`src/rtl/mem_arbiter_pkg.sv`:
```
// Shared definitions for the memory arbiter: FSM encoding and the timeout default.
package mem_arbiter_pkg;

    typedef enum logic [1:0] {
        IDLE  = 2'b00,
        IBUSY = 2'b01,
        DBUSY = 2'b10
    } arbState_t;

    localparam int TIMEOUT_DEFAULT = 255;
    localparam int CNT_W           = 8;

endpackage

```
`src/rtl/mem_timeout_cnt.sv`:
```
// Busy-cycle watchdog: reloads on each grant, flags the TIMEOUT-th busy cycle without an ack.
module mem_timeout_cnt
    import mem_arbiter_pkg::*;
#(
    parameter int TIMEOUT = TIMEOUT_DEFAULT
) (
    input  logic clk,
    input  logic rst,
    input  logic clear,
    input  logic enable,
    output logic expired
);

    // Counts down the remaining no-ack cycles; terminal count at zero marks expiry.
    localparam logic [CNT_W-1:0] LOAD = CNT_W'(TIMEOUT - 1);

    logic [CNT_W-1:0] remaining;

    always_ff @(posedge clk or posedge rst) begin
        if (rst) begin
            remaining <= '0;
        end else if (clear) begin
            remaining <= LOAD;
        end else if (enable && (remaining != '0)) begin
            remaining <= remaining - CNT_W'(1);
        end
    end

    assign expired = enable && (remaining == '0);

endmodule

```
`src/rtl/mem_arbiter.sv`:
```
// Shares one memory port between instruction fetch and data access, data side first,
// with a busy-cycle watchdog that forces completion and latches a sticky error.
module mem_arbiter
    import mem_arbiter_pkg::*;
#(
    parameter int ADDR_W  = 32,
    parameter int DATA_W  = 32,
    parameter int TIMEOUT = TIMEOUT_DEFAULT
) (
    input  logic              clk,
    input  logic              rst,
    input  logic              ireqF,
    input  logic [ADDR_W-1:0] iaddrF,
    output logic              ireadyF,
    output logic [DATA_W-1:0] instrF,
    input  logic              dreqM,
    input  logic              dwriteM,
    input  logic [ADDR_W-1:0] daddrM,
    input  logic [DATA_W-1:0] dwdataM,
    output logic              dreadyM,
    output logic [DATA_W-1:0] drdataM,
    output logic              mem_req,
    output logic              mem_we,
    output logic [ADDR_W-1:0] mem_addr,
    output logic [DATA_W-1:0] mem_wdata,
    input  logic [DATA_W-1:0] mem_rdata,
    input  logic              mem_ack,
    output logic              stallF,
    output logic              stallM,
    output logic              err
);

    arbState_t         state;
    logic [ADDR_W-1:0] addrReg;
    logic              weReg;
    logic [DATA_W-1:0] wdataReg;
    logic [DATA_W-1:0] instrHold;
    logic [DATA_W-1:0] dataHold;
    logic              errReg;

    logic              busy;
    logic              expired;
    logic              done;
    logic              grantI;
    logic              grantD;
    logic [DATA_W-1:0] retData;

    assign busy    = (state != IDLE);
    assign done    = busy && (mem_ack || expired);
    assign retData = mem_ack ? mem_rdata : '0;

    assign ireadyF = (state == IBUSY) && done;
    assign dreadyM = (state == DBUSY) && done;

    // A finishing side can only hand over to the other side, never to itself.
    assign grantD = dreqM && ((state == IDLE) || ((state == IBUSY) && done));
    assign grantI = ireqF && (((state == IDLE) && !dreqM) || ((state == DBUSY) && done));

    mem_timeout_cnt #(
        .TIMEOUT(TIMEOUT)
    ) uTimeout (
        .clk    (clk),
        .rst    (rst),
        .clear  (grantI || grantD),
        .enable (busy && !mem_ack),
        .expired(expired)
    );

    always_ff @(posedge clk or posedge rst) begin
        if (rst) begin
            state     <= IDLE;
            addrReg   <= '0;
            weReg     <= 1'b0;
            wdataReg  <= '0;
            instrHold <= '0;
            dataHold  <= '0;
            errReg    <= 1'b0;
        end else begin
            if (grantD) begin
                state    <= DBUSY;
                addrReg  <= daddrM;
                weReg    <= dwriteM;
                wdataReg <= dwdataM;
            end else if (grantI) begin
                state    <= IBUSY;
                addrReg  <= iaddrF;
                weReg    <= 1'b0;
                wdataReg <= '0;
            end else if (done) begin
                state <= IDLE;
            end
            if (ireadyF) instrHold <= retData;
            if (dreadyM) dataHold <= retData;
            if (expired) errReg <= 1'b1;
        end
    end

    assign mem_req   = busy;
    assign mem_we    = weReg;
    assign mem_addr  = addrReg;
    assign mem_wdata = wdataReg;
    assign instrF    = ireadyF ? retData : instrHold;
    assign drdataM   = dreadyM ? retData : dataHold;
    assign stallF    = ireqF && !ireadyF;
    assign stallM    = dreqM && !dreadyM;
    assign err       = errReg;

endmodule

```
`config.mk`:
```
export PLATFORM = sky130hd
export DESIGN_NAME = mem_arbiter
export DESIGN_NICKNAME = d
export VERILOG_FILES = /design/src/rtl/mem_arbiter_pkg.sv /design/src/rtl/mem_timeout_cnt.sv /design/src/rtl/mem_arbiter.sv
export SDC_FILE = /design/constraint.sdc
export NUM_CORES = 1
export LEC_CHECK = 0
export ABC_AREA = 1
export ABC_CLOCK_PERIOD_IN_PS = 5700
export CORE_MARGIN = 2
export CORE_UTILIZATION = 29
export DETAILED_ROUTE_END_ITERATION = 8
export PLACE_DENSITY = 0.7
export SLEW_MARGIN = 20
export SYNTH_ARGS = -nofsm -noshare
export SYNTH_HDL_FRONTEND = slang
export SYNTH_SLANG_ARGS = --single-unit
```
`constraint.sdc`:
```
create_clock -name clk -period 5.7 [get_ports clk]
set_input_delay 1.14 -clock clk [delete_from_list [all_inputs] [get_ports clk]]
set_output_delay 1.14 -clock clk [all_outputs]
set_load 0.01 [all_outputs]
```
# --- Yosys cells after proc, flatten, opt, wreduce, memory -nomap -nowiden ---
# Cells that the tools add are included.
classes:
  addsub: 1
  eq_ne: 2
  mux: 14
  n_reduce_logical: 26
op_table:
  columns: ["cell", "count"]
  rows:
  - ["2-to-1 mux 32 bit", 7]
  - ["2-to-1 mux 8 bit", 2]
  - ["logical AND 1 bit", 11]
  - ["zero test 8 bit", 1]
  - ["nonzero test 8 bit", 1]
  - ["subtractor 8 x 1 -> 8 bit, second input constant", 1]
  - ["2-to-1 mux 2 bit", 3]
  - ["nonzero test 2 bit", 3]
  - ["zero test 1 bit", 4]
  - ["logical OR 1 bit", 4]
  - ["nonzero test 3 bit", 1]
  - ["equality test 2 x 1 -> 1 bit, second input constant", 1]
  - ["equality test 2 bit, second input constant", 1]
  - ["zero test 2 bit", 1]
  - ["2-to-1 mux 1 bit", 2]
word_totals:
  ff_bits: 140
  inputBits: 134
  out_inout_bits: 135
  word_cells: 51

# --- Depth between registers and ports, before layout ---
depth:
  word_depth: 10
  depth_mapped: 11

# --- Cells and area by module ---
# From an unflattened synthesis, not the netlist that was laid out.
hier_totals:
  cells_unflattened: 676
  area_unflattened_um2: 5911.9
modules_own_cells:
  columns: ["mod", "instances", "cells_each", "area_each_um2", "seq_area_each_um2"]
  rows:
  - ["mem_arbiter", 1, 594, 5342.6, 3303.2]
  - ["mem_timeout_cnt", 1, 82, 569.3, 200.2]

# --- Least setup slack after synthesis ---
# No wires, ideal clock.
synth_timing:
  kind: "in2out"
  from: "input port mem_ack"
  to: "output port instrF[11]"
  t_arrival_ns: 2.237
  required_ns: 4.560
  slack_ns: 2.323
  path_stages: 7
  path_buffers: 3
  path_cell_list: "clkbuf_1 -> inv_1 -> o21ai_2 -> nand2_2 -> buf_2 -> clkbuf_1 -> o21ai_0"
synth_via:
  elab_chain_len: 7
synth_lines:
  columns: ["item", "line", "source"]
  rows:
  - ["start: declaration", "mem_arbiter.sv:27", "input logic mem_ack,"]
  - ["zero test 1 bit", "mem_arbiter.sv:65", ".enable (busy && !mem_ack),"]
  - ["logical AND 1 bit", "mem_arbiter.sv:65", null]
  - ["logical AND 1 bit", "mem_timeout_cnt.sv:29", "assign expired = enable && (remaining == '0);"]
  - ["logical OR 1 bit", "mem_arbiter.sv:49", "assign done = busy && (mem_ack || expired);"]
  - ["logical AND 1 bit", "mem_arbiter.sv:49", null]
  - ["logical AND 1 bit", "mem_arbiter.sv:52", "assign ireadyF = (state == IBUSY) && done;"]
  - ["2-to-1 mux 32 bit (*)", null, null]
  - ["end: declaration", "mem_arbiter.sv:15", "output logic [DATA_W-1:0] instrF,"]
# Every way passes the cells marked *; elsewhere a longest branch is shown, timed or not.

# --- Worst setup path in the final report ---
layout_timing:
  from: "input port mem_ack"
  to: "output port instrF[31]"
# Same word-level chain as after synthesis.

==> qor.txt <==
status: complete, no violations
H-tree levels: 4
antenna viol nets, final: 0
largest net degree at the start of global routing: 102
syn_nets: 782
post-synthesis sequential area ratio: 0.602
Reg clk slew, reported paths: 60 ps
EDFF count, synth: 0
DRC: 0
Top FF cell, synth: dfrtp_1
fmax: 0.221 GHz
PostCTS Resize Cnt: 0
switching power total: 1680 uW
RSZ-0062 raised after global routing: no
per-cell routed wire length: 15.0 um
crit path time final: 4540 ps
Detail Placement HPWL: 12,600 um
post-synth design cell area: 5820 um2
top cell type by total area after synthesis: dfrtp_1
area of the multi-input gates: 1900 um2
CTS tree: yes
switch share: 0.352
core area: 19,600 um2
worst hold-check path type: flop to flop
die height: 146 um
Setup TNS: 0 ps
P&R area growth vs syn: 59.7%
TritonCTS buffer count: 17
Initial DRC Count: 270
asr flop ratio synth: 1.00
first-pass GRT wire length: 28,800 um
peak supply drop: 216 uV
Worst setup EP type: output pin
combinational power share: 0.431
vias in the first global route: 5,245
Post-Route WL: 17,700 um
Antenna diodes: 0
total power: 4760 uW
required time worst endpoint: 4560 ps
final worst-path cycle share: 0.796
total track usage: 0.171
pwr dens: 513 nW/um2
Port-buffer cells: 268
Clock power frac: 0.238
Clock Skew: 10.8 ps
Clock Latency Late Sink: 420 ps
die area: 21,200 um2
Vias/cell: 4.48
commonest cells in the netlist: nand2_1, dfrtp_1, nand3_1
CTS sink cnt: 140
Fillers: 1,891
CTS Hold Bufs: 0
gp weighted congestion: 0.805
# nets final: 1,036
via count: 5,281
Final setup viols: 0
cell-internal power: 3090 uW
layout cells sized above 1: 0.0570
critical path launch point type: input pin
Final Hold Fails: 0
Seq pwr share: 0.330
drt pass-1 iters: 4
IO Count: 269
worst path arrival time: 3400 ps
root buffer cell: clkbuf_16
relative slew slack: 0.367
synth top area cells: dfrtp_1, nand2_1, nand3_1
synth warn: 0
CP Class: input pin to output pin
die width: 146 um
Static Leakage: 0.00405 uW
Post-CTS Setup Inserts: 0
max_cap viols: 0
actual slew at the worst max-slew pin: 949 ps
most frequent cell after synthesis: nand2_1
Post-Synthesis Cells: 646
Seq. cell area: 3500 um2
worst-path maximum fanout: 49
Yosys reg bits: 140
Slew Limit Fails: 0
Netlist cell types: 22
Initial Util: 0.297
synthesized area per cell: 9.01 um2
clk buf depth: 2
share of the synthesized area in the top cell type: 0.602
FP Rows: 51
initial antenna violation count: 0
GRT Residual Overflow: 0
## area by class of cell
cell class,count,share of cell area
sequential,140,0.377
timing repair buffer,276,0.297
multi-input combinational,417,0.205
clock buffer,17,0.0458
tap,265,0.0357
inverter,48,0.0199
clock inverter,15,0.0190
## per-layer routing
layer	wire length (um)	global-route usage
met1	7450	0.210
met2	8590	0.286
met3	1460	0.0605
met4	204	0.0466
met5	0	0
## stage by stage
| step | hold slack (ps) | setup slack, ps | util | cells | cell area, um2 |
|---|---|---|---|---|---|
| floorplan | 472 | 807 | - | 646 | 5820 |
| global placement | 478 | 1200 | 0.442 | 1145 | 8660 |
| detailed placement | 483 | 1090 | 0.442 | 1145 | 8660 |
| CTS | 499 | 1150 | 0.473 | 1177 | 9260 |
| global route | 515 | 912 | 0.474 | 1178 | 9290 |
| finish | 493 | 1160 | 0.474 | 1178 | 9290 |
## sequential cells by signal, summed over array words and instances (netlist names)
| register | cells |
|---|---|
| instrHold | 32 |
| state | 2 |
| uTimeout.remaining | 8 |
| mem_wdata | 32 |
| err | 1 |
| dataHold | 32 |
| mem_we | 1 |
| mem_addr | 32 |
## kinds of logic after synthesis
logic type,Yosys count,synth area share
simple gates,309,0.227
flops,140,0.602
compound gates,104,0.0918
buf+inv,89,0.0718
xor+xnor,2,0.00301
fa+ha+maj,2,0.00430
## critical path, stage by stage
cell and delay (ps):
clkdlybuf4s50_1 410, inv_1 100, o21ai_2 90, nand2_2 280
buf_4 470, nand2_1 100, o21ai_0 150, clkdlybuf4s50_1 630
## power groups by stage
| stage | Clock (uW) | Sequential [uW] | Combinational [uW] |
|---|---|---|---|
| floorplan | 0 | 1660 | 872 |
| global placement | 0 | 1580 | 2030 |
| detailed placement | 0 | 1590 | 2060 |
| CTS | 1170 | 1580 | 2070 |
| global route | 1220 | 1620 | 2250 |
| finish | 1130 | 1570 | 2050 |
## layout by cell type (no fill, tap or decap), drive strengths merged
master and n:
nor2 16, clkdlybuf4s50 268, a31o 1, xor2 2
dfrtp 140, nand4 2, o31ai 1, o21ai 101
inv 57, bufinv 2, a21oi 1, ha 2
buf 8, clkinvlp 4, nor3 3, nand2 187
clkbuf 17, nand3 101
## final timing paths
check                                       from  slack [ps]               endpoint  cells past startpoint
max                                      mem_ack        1160             instrF[31]                      8
min                                 instrHold[5]         490           instrHold[5]                      2
max reg2reg                uTimeout.remaining[0]        2000  uTimeout.remaining[4]                     11
min reg2reg                         instrHold[5]         490           instrHold[5]                      2
max in group asynchronous                    rst        3260          mem_wdata[18]                      3
min in group asynchronous                    rst        1290          instrHold[21]                      2
(Power assumes the default switching activity.)
